**src/rtl/demosaic_div_pkg.sv**
```systemverilog
// Shared types and constants for the demosaic root coefficient divider.
// Optional build macro: DEMOSAIC_DIV_ROUND_EN (round-to-nearest in FIX).
package demosaic_div_pkg;

    typedef enum logic [1:0] {
        IDLE = 2'd0,
        CALC = 2'd1,
        FIX  = 2'd2,
        DONE = 2'd3
    } div_state_e;

    localparam int DEF_DIVIDEND_W = 26;
    localparam int DEF_DIVISOR_W  = 18;
    localparam int DEF_QUOT_W     = 8;

    // Signed coefficient range the quotient is clamped to.
    localparam int QUOT_MAX = (1 << (DEF_QUOT_W - 1)) - 1;
    localparam int QUOT_MIN = -(1 << (DEF_QUOT_W - 1));

endpackage

```
**src/rtl/demosaic_div_sat.sv**
```systemverilog
// Combinational sign-apply / optional round / saturate stage used in FIX.
// Optional build macro: DEMOSAIC_DIV_ROUND_EN adds half-away-from-zero
// rounding of the magnitude before sign and saturation.
module demosaic_div_sat
    import demosaic_div_pkg::*;
#(
    parameter int DIVIDEND_W = DEF_DIVIDEND_W,
    parameter int DIVISOR_W  = DEF_DIVISOR_W,
    parameter int QUOT_W     = DEF_QUOT_W
) (
    input  logic                      neg_i,
    input  logic                      dbz_i,
    input  logic [DIVIDEND_W-1:0]     mag_i,
    input  logic [DIVISOR_W:0]        rem_i,
`ifdef DEMOSAIC_DIV_ROUND_EN
    input  logic [DIVISOR_W-1:0]      divisor_i,
`endif
    output logic signed [QUOT_W-1:0]  quot_o,
    output logic signed [DIVISOR_W:0] rem_o,
    output logic                      ovf_o
);

    // One extra bit so the rounding increment can never wrap.
    localparam int MW = DIVIDEND_W + 1;
    localparam logic [MW-1:0]     POS_LIM = MW'((1 << (QUOT_W - 1)) - 1);
    localparam logic [MW-1:0]     NEG_LIM = MW'(1 << (QUOT_W - 1));
    localparam logic [QUOT_W-1:0] Q_MAX   = {1'b0, {(QUOT_W-1){1'b1}}};
    localparam logic [QUOT_W-1:0] Q_MIN   = {1'b1, {(QUOT_W-1){1'b0}}};

`ifdef DEMOSAIC_DIV_ROUND_EN
    // Bump the magnitude when the discarded fraction is at least one half.
    function automatic logic [MW-1:0] round_mag(input logic [DIVIDEND_W-1:0] mag,
                                                input logic [DIVISOR_W:0]    rem,
                                                input logic [DIVISOR_W-1:0]  dvs);
        logic [DIVISOR_W+1:0] rem2;
        rem2 = {rem, 1'b0};
        if (rem2 >= {2'b00, dvs}) begin
            return {1'b0, mag} + MW'(1);
        end
        return {1'b0, mag};
    endfunction
`else
    function automatic logic [MW-1:0] round_mag(input logic [DIVIDEND_W-1:0] mag);
        return {1'b0, mag};
    endfunction
`endif

    // Returns {ovf, quotient}; a negative magnitude of exactly 2^(QUOT_W-1) is in range.
    function automatic logic [QUOT_W:0] sat_quot(input logic neg, input logic [MW-1:0] mag);
        logic [QUOT_W-1:0] low;
        low = mag[QUOT_W-1:0];
        if (!neg) begin
            if (mag > POS_LIM) begin
                return {1'b1, Q_MAX};
            end
            return {1'b0, low};
        end
        if (mag > NEG_LIM) begin
            return {1'b1, Q_MIN};
        end
        return {1'b0, -low};
    endfunction

    logic [MW-1:0]     mag_r;
    logic [QUOT_W:0]   sq;

    // Sign-apply and clamp; divide-by-zero overrides with a signed full-scale result.
    always_comb begin
`ifdef DEMOSAIC_DIV_ROUND_EN
        mag_r = round_mag(mag_i, rem_i, divisor_i);
`else
        mag_r = round_mag(mag_i);
`endif
        sq     = sat_quot(neg_i, mag_r);
        quot_o = $signed(sq[QUOT_W-1:0]);
        ovf_o  = sq[QUOT_W];
        rem_o  = neg_i ? -$signed(rem_i) : $signed(rem_i);
        if (dbz_i) begin
            quot_o = neg_i ? $signed(Q_MIN) : $signed(Q_MAX);
            ovf_o  = 1'b0;
            rem_o  = '0;
        end
    end

endmodule

```
**src/rtl/demosaic_root_divq.sv**
```systemverilog
// Iterative restoring divider recovering a signed coefficient from a
// signed product and its unsigned scale, one quotient bit per cycle.
// Optional build macro: DEMOSAIC_DIV_ROUND_EN (round-to-nearest in FIX).
module demosaic_root_divq
    import demosaic_div_pkg::*;
#(
    parameter int DIVIDEND_W = DEF_DIVIDEND_W,
    parameter int DIVISOR_W  = DEF_DIVISOR_W,
    parameter int QUOT_W     = DEF_QUOT_W
) (
    input  logic                         ap_clk,
    input  logic                         ap_rst,
    input  logic                         in_valid,
    output logic                         in_ready,
    input  logic signed [DIVIDEND_W-1:0] in_dividend,
    input  logic [DIVISOR_W-1:0]         in_divisor,
    output logic                         out_valid,
    input  logic                         out_ready,
    output logic signed [QUOT_W-1:0]     out_quot,
    output logic signed [DIVISOR_W:0]    out_rem,
    output logic                         out_ovf,
    output logic                         out_dbz
);

    localparam int                CNT_W    = $clog2(DIVIDEND_W);
    localparam logic [CNT_W-1:0]  CNT_LOAD = CNT_W'(DIVIDEND_W - 1);

    div_state_e                  state_q;
    logic                        neg_q;
    logic                        dbz_q;
    // Holds the dividend magnitude at load; quotient bits shift in from the
    // bottom as magnitude bits shift out of the top.
    logic [DIVIDEND_W-1:0]       quo_q;
    logic [DIVISOR_W:0]          rem_q;
    logic [DIVISOR_W-1:0]        div_q;
    logic [CNT_W-1:0]            cnt_q;
    logic                        in_ready_q;
    logic                        out_valid_q;
    logic signed [QUOT_W-1:0]    out_quot_q;
    logic signed [DIVISOR_W:0]   out_rem_q;
    logic                        out_ovf_q;
    logic                        out_dbz_q;

    logic [DIVIDEND_W-1:0]       mag_d;
    logic [DIVISOR_W:0]          rem_sh;
    logic                        step_ge;
    logic [DIVISOR_W:0]          rem_d;
    logic [DIVIDEND_W-1:0]       quo_d;

    logic signed [QUOT_W-1:0]    fix_quot;
    logic signed [DIVISOR_W:0]   fix_rem;
    logic                        fix_ovf;

    // Operand magnitude and one restoring-division step.
    always_comb begin
        mag_d   = in_dividend[DIVIDEND_W-1] ? $unsigned(-in_dividend) : $unsigned(in_dividend);
        rem_sh  = {rem_q[DIVISOR_W-1:0], quo_q[DIVIDEND_W-1]};
        step_ge = (rem_sh >= {1'b0, div_q});
        rem_d   = step_ge ? (rem_sh - {1'b0, div_q}) : rem_sh;
        quo_d   = {quo_q[DIVIDEND_W-2:0], step_ge};
    end

    demosaic_div_sat #(
        .DIVIDEND_W (DIVIDEND_W),
        .DIVISOR_W  (DIVISOR_W),
        .QUOT_W     (QUOT_W)
    ) u_sat (
        .neg_i     (neg_q),
        .dbz_i     (dbz_q),
        .mag_i     (quo_q),
        .rem_i     (rem_q),
`ifdef DEMOSAIC_DIV_ROUND_EN
        .divisor_i (div_q),
`endif
        .quot_o    (fix_quot),
        .rem_o     (fix_rem),
        .ovf_o     (fix_ovf)
    );

    // Control FSM with registered handshake and result outputs.
    always_ff @(posedge ap_clk) begin
        if (ap_rst) begin
            state_q     <= IDLE;
            in_ready_q  <= 1'b1;
            out_valid_q <= 1'b0;
            out_quot_q  <= '0;
            out_rem_q   <= '0;
            out_ovf_q   <= 1'b0;
            out_dbz_q   <= 1'b0;
        end else begin
            case (state_q)
                IDLE: begin
                    if (in_valid && in_ready_q) begin
                        neg_q      <= in_dividend[DIVIDEND_W-1];
                        dbz_q      <= ~|in_divisor;
                        quo_q      <= mag_d;
                        div_q      <= in_divisor;
                        rem_q      <= '0;
                        cnt_q      <= CNT_LOAD;
                        in_ready_q <= 1'b0;
                        state_q    <= CALC;
                    end
                end
                CALC: begin
                    rem_q <= rem_d;
                    quo_q <= quo_d;
                    cnt_q <= cnt_q - 1'b1;
                    if (cnt_q == '0) begin
                        state_q <= FIX;
                    end
                end
                FIX: begin
                    out_quot_q <= fix_quot;
                    out_rem_q  <= fix_rem;
                    out_ovf_q  <= fix_ovf;
                    out_dbz_q  <= dbz_q;
                    state_q    <= DONE;
                end
                DONE: begin
                    // Valid trails the result registers by one edge, so the
                    // data is already settled the first time it is seen.
                    if (!out_valid_q) begin
                        out_valid_q <= 1'b1;
                    end else if (out_ready) begin
                        out_valid_q <= 1'b0;
                        in_ready_q  <= 1'b1;
                        state_q     <= IDLE;
                    end
                end
                default: begin
                    state_q <= IDLE;
                end
            endcase
        end
    end

    assign in_ready  = in_ready_q;
    assign out_valid = out_valid_q;
    assign out_quot  = out_quot_q;
    assign out_rem   = out_rem_q;
    assign out_ovf   = out_ovf_q;
    assign out_dbz   = out_dbz_q;

endmodule

```
**config.mk**
```make
export PLATFORM = sky130hd
export DESIGN_NAME = demosaic_root_divq
export DESIGN_NICKNAME = d
export VERILOG_FILES = /design/src/rtl/demosaic_div_pkg.sv /design/src/rtl/demosaic_div_sat.sv /design/src/rtl/demosaic_root_divq.sv
export SDC_FILE = /design/constraint.sdc
export NUM_CORES = 1
export LEC_CHECK = 0
export ABC_AREA = 1
export BUFFER_PORTS_ARGS = -buffer_cell sky130_fd_sc_hd__buf_2
export CAP_MARGIN = 10
export CORE_UTILIZATION = 60
export DETAILED_ROUTE_END_ITERATION = 6
export PLACE_DENSITY = 0.9
export SYNTH_ARGS = -nofsm -noshare
export SYNTH_HDL_FRONTEND = slang
export SYNTH_HIERARCHICAL = 1
export SYNTH_SLANG_ARGS = --single-unit
```
**constraint.sdc**
```tcl
create_clock -name ap_clk -period 4.8 [get_ports ap_clk]
set_input_delay 0.72 -clock ap_clk [delete_from_list [all_inputs] [get_ports ap_clk]]
set_output_delay 0.72 -clock ap_clk [all_outputs]
set_load 0.01 [all_outputs]
```
==> results.md <==
- Dividing the synthesized area by the synthesized cell count gives 6.85 um^2.
- In this run, post-CTS hold repair placed 0 buffers.
- Among the stages of the critical path, the cell type that occurs most often is nand2_1.
- The max-capacitance violation count is 0.
- The floorplan step set the die width to 111 um.
- The sort of element at the end of the critical path is a register.
- Summing all placed instances gives a cell area of 7650 um^2.
- For the pin with the worst max-slew slack, the measured transition is 0.842 ns.
- The reg-to-reg startpoint is rem_q[4].
- The adder and majority gate portion of the synthesized area is 0.0498.
- In this run the number of H-tree levels came out at 3.
- In the detailed route, the total length drawn on met3 is 1120 um.
- The first global-routing pass estimated 27800 um of wire.
- The number of antenna violations at the first check in global routing is 0.
- In this run the power density over the cells is 536 nW/um^2.
- The distinct cell type count after synthesis is 40.
- The weighted congestion at the end of routability-driven global placement is 0.967.
- For this run the aggregate overflow at the end of global routing stands at 0.
- The data required time of the worst path is 4.93 ns.
- The via count of the first global-routing pass is 6091.
- The post-synthesis cell count is 1050.
- The worst-skew pair later-pin latency is 0.36 ns.
- The worst register-to-register path has a depth of 13.
- In this run the post-CTS setup repair buffer count came out at 0.
- The hold violation count in the final report came to 0.
- Along the worst path, the maximum fanout reaches 34.
- The multiplexer area fraction after synthesis is 0.
- STA classifies the critical path startpoint as a register.
- The die area is 12400 um^2.
- Clock-pin slew was measured on the worst setup and hold paths at 0.07 ns.
- Dividing the detail-routed wire length by the instance count gives 13.1 um.
- By startpoint and endpoint, the worst setup path is classified as reg2reg.
- The analysis attributes to cell leakage a power of 3.96 nW.
- The share of the clock period used by the worst path after layout is 0.541.
- The share of post-route cells with drive strength above 1 is 0.117.
- At the worst endpoint, the arrival time is 2.73 ns.
- The number of synthesis warnings is 6.
- The checks that failed: DRC.
- The first-iteration detailed-routing DRC count is 658.
- The layout overhead on the synthesized area is 10.2%.
- The post-cts repair resize count is 0.
- The worst hold path terminates at out_rem[8].
- The worst path needs 2.60 ns of the cycle, external delays included.
- Setup repair after global routing left no endpoint under its margin.
- The number of antenna diodes is 0.
- The run finished, with violations left.
- The xor and xnor fraction of the mapped netlist area is 0.0219.
- The number of storage elements in the synthesis netlist is 103.
- The smallest hold slack is 0.498 ns.
- In the layout the commonest cells are nand2_1 (300), nor2_1 (184), inv_1 (134).
- In the routed design, unresolved DRC markers number 2.
- The total internal power is 2.37 mW.
- The total nets after synthesis is 1126.
- For the final database, setup skew stands at 0.00860 ns.
- The slowest stage of the critical path belongs to the cell edfxtp_1.
- The wire length on met1 is 7620 um.
- TritonCTS built the clock tree.
- The total routing usage reported by global routing is 0.278.
- The finished cells cover 7930 um^2.
- The deepest clock path buffer count is 2.
- The part of the total power dissipated in sequential elements is 0.369.
- The logic gate share of total power is 0.466.
- Counting the fill cells in the layout gives 1032.
- Headroom to the max-slew limit came out at 0.438.
- The tree built by TritonCTS fans out to 103 sinks.
- Detailed placement ended at an HPWL of 12200 um.
- Across all layers, the routed design uses 6837 vias.
- For this run, the post-layout net count is 1189.
- The initial core utilization is 0.622.
- The combinational family with the most area after synthesis is simple AND/OR/NAND/NOR gates.
- The number of optimization iterations in the first detailed-route pass is 7.
- The buffer type at the clock tree root is clkbuf_16.
- Of the total synthesized cell area, the portion taken by AND, OR, NAND and NOR gates is 0.368.
- The core region is 11600 um^2.
- The total negative setup slack is 0 ns.
- The maximum clock frequency is 385 MHz.
- The worst hold-check path type is reg2reg.
- The share of total power consumed by net switching is 0.442.
- The capture instance of the worst register-to-register path is rem_q[15].
- The number of buffers and inverters on the critical path is 2.
- The leading cell type in the layout, fill and taps excluded is nand2_1.
- In the detailed route, the total length drawn on met2 is 7460 um.
- Once detail routing completed, the nets flagged for antenna violations numbered 0.
- 79 I/O pins were placed.
- The initialized floorplan defines 39 standard-cell rows.
- Of the total power, the clock network draws 0.165.
- The final number of setup-violating endpoints is 0.
- The number of max-slew violations in the final report is 0.
- The cell count of the worst hold path is 2.
- The maximum number of pins on one net before global-route repair is 51.
- The top routing layer in use is met4.
- Traced cell by cell, the critical path runs through ha_1 -> nand2_1 -> inv_1 -> nand2_1 -> nand2_1 -> nand2_1 -> nand2_1 -> nand2_1 -> nand4_4 -> nand2_1 -> nand2_1 -> nand2_1 -> inv_1.
- The post-synthesis compound-gate area fraction is 0.0818.
- The worst setup slack for register-to-register paths is 2.20 ns.
- Wires add up to 16500 um.
- The top cell family by delay on the critical path is simple AND/OR/NAND/NOR gates.
- The critical hold path startpoint is out_rem[8].
- The cell area that synthesis handed to floorplanning was 7190 um^2.
- The die is 111 um tall.
- During placement, the flow inserted port buffers numbering 78.
- The largest voltage drop on the vdd net is 0.219 mV.
- In this run the power spent charging and discharging nets is 1.88 mW.
- For this run, the register share of the synthesized area comes to 0.384.
- For this run, the slowest stage of the critical path takes 0.50 ns.
- In the routed layout, each cell is associated on average with a via count of 5.42.
- Clock tree synthesis inserted a total of 9 buffers.
-- registers in the layout, indices dropped and copies added (netlist names) --
register and count:
div_q 18, neg_q 1, out_ovf 1, in_ready 1, dbz_q 1, rem_q 19
state_q 2, cnt_q 5, out_dbz 1, out_valid 1, quo_q 26, out_quot 8
out_rem 19
-- metrics by stage --
step                       util  worst slack (ns)  power, mW  std cells
final                     0.686              2.20       4.25       1261
after global routing      0.686              2.00       4.60       1261
after CTS                 0.686              2.22       4.23       1261
after detailed placement  0.662              2.16       3.52       1245
after global placement    0.662              2.18       3.45       1245
after floorplan               -             0.851       3.04       1050
-- cell type report --
type | instances | area (um^2) | area share
Clock buffer | 12 | 246 | 0.0311
Timing Repair Buffer | 82 | 420 | 0.0530
Clock inverter | 4 | 31.3 | 0.00395
Inverter | 140 | 526 | 0.0663
Sequential cell | 103 | 2760 | 0.348
Multi-Input combinational cell | 777 | 3760 | 0.475
Tap cell | 143 | 179 | 0.0226
-- kinds of logic after synthesis --
family                     after synthesis
and+or+nand+nor                        619
buffers and inverters                  170
AOI/OAI and AO/OA                      112
DFF                                    103
adders and majority gates               28
xor gates and xnor gates                18
-- power groups by stage --
stage,Clock [mW],Combinational [mW],Sequential (mW)
3_3_place_gp,0,1.88,1.57
4_1_cts,0.706,1.95,1.57
3_5_place_dp,0,1.93,1.58
6_report,0.702,1.98,1.57
2_1_floorplan,0,1.48,1.56
5_1_grt,0.739,2.25,1.61
-- synthesized netlist by cell type, drive strengths merged --
library cell	count	area [um^2]
nand2	307	1170
nor2	196	786
inv	139	522
nand3	74	390
edfxtp	70	2100
o21ai	64	320
a21oi	38	194
dfxtp	33	661
ha	27	338
clkbuf	18	77.6
nand4	14	109
buf	12	78.8
nor3	12	60.1
xor2	10	87.6
nand3b	9	80.1
xnor2	8	70.1
nor4	4	25.0
o31ai	4	30.0
o21bai	3	22.5
or2	3	18.8
o211ai	2	15.0
a31oi	1	6.26
clkinv	1	3.75
fa	1	20.0
-- worst min-delay path: stages, from the launching register on --
cell and delay, ns:
dfxtp_1 0.32, o21ai_0 0.07, nor2_1 0.07
-- metal layers --
metal  track usage  up-vias
li1              -     3484
met2         0.450      256
met5             0        -
met1         0.388     3076
met3        0.0278       21
met4         0.101        0
-- worst max-delay path by stage --
stage	end	slack, ns	cells after the start	from
after detailed placement	rem_q[1]	2.16	5	ap_rst
after CTS	rem_q[15]	2.22	13	rem_q[4]
after floorplan	cnt_q[0]	0.85	6	state_q[1]
after global placement	rem_q[1]	2.18	5	ap_rst
after global routing	rem_q[15]	2.00	11	rem_q[14]
final	rem_q[15]	2.20	13	rem_q[4]
Power figures use the tool's default switching activity.
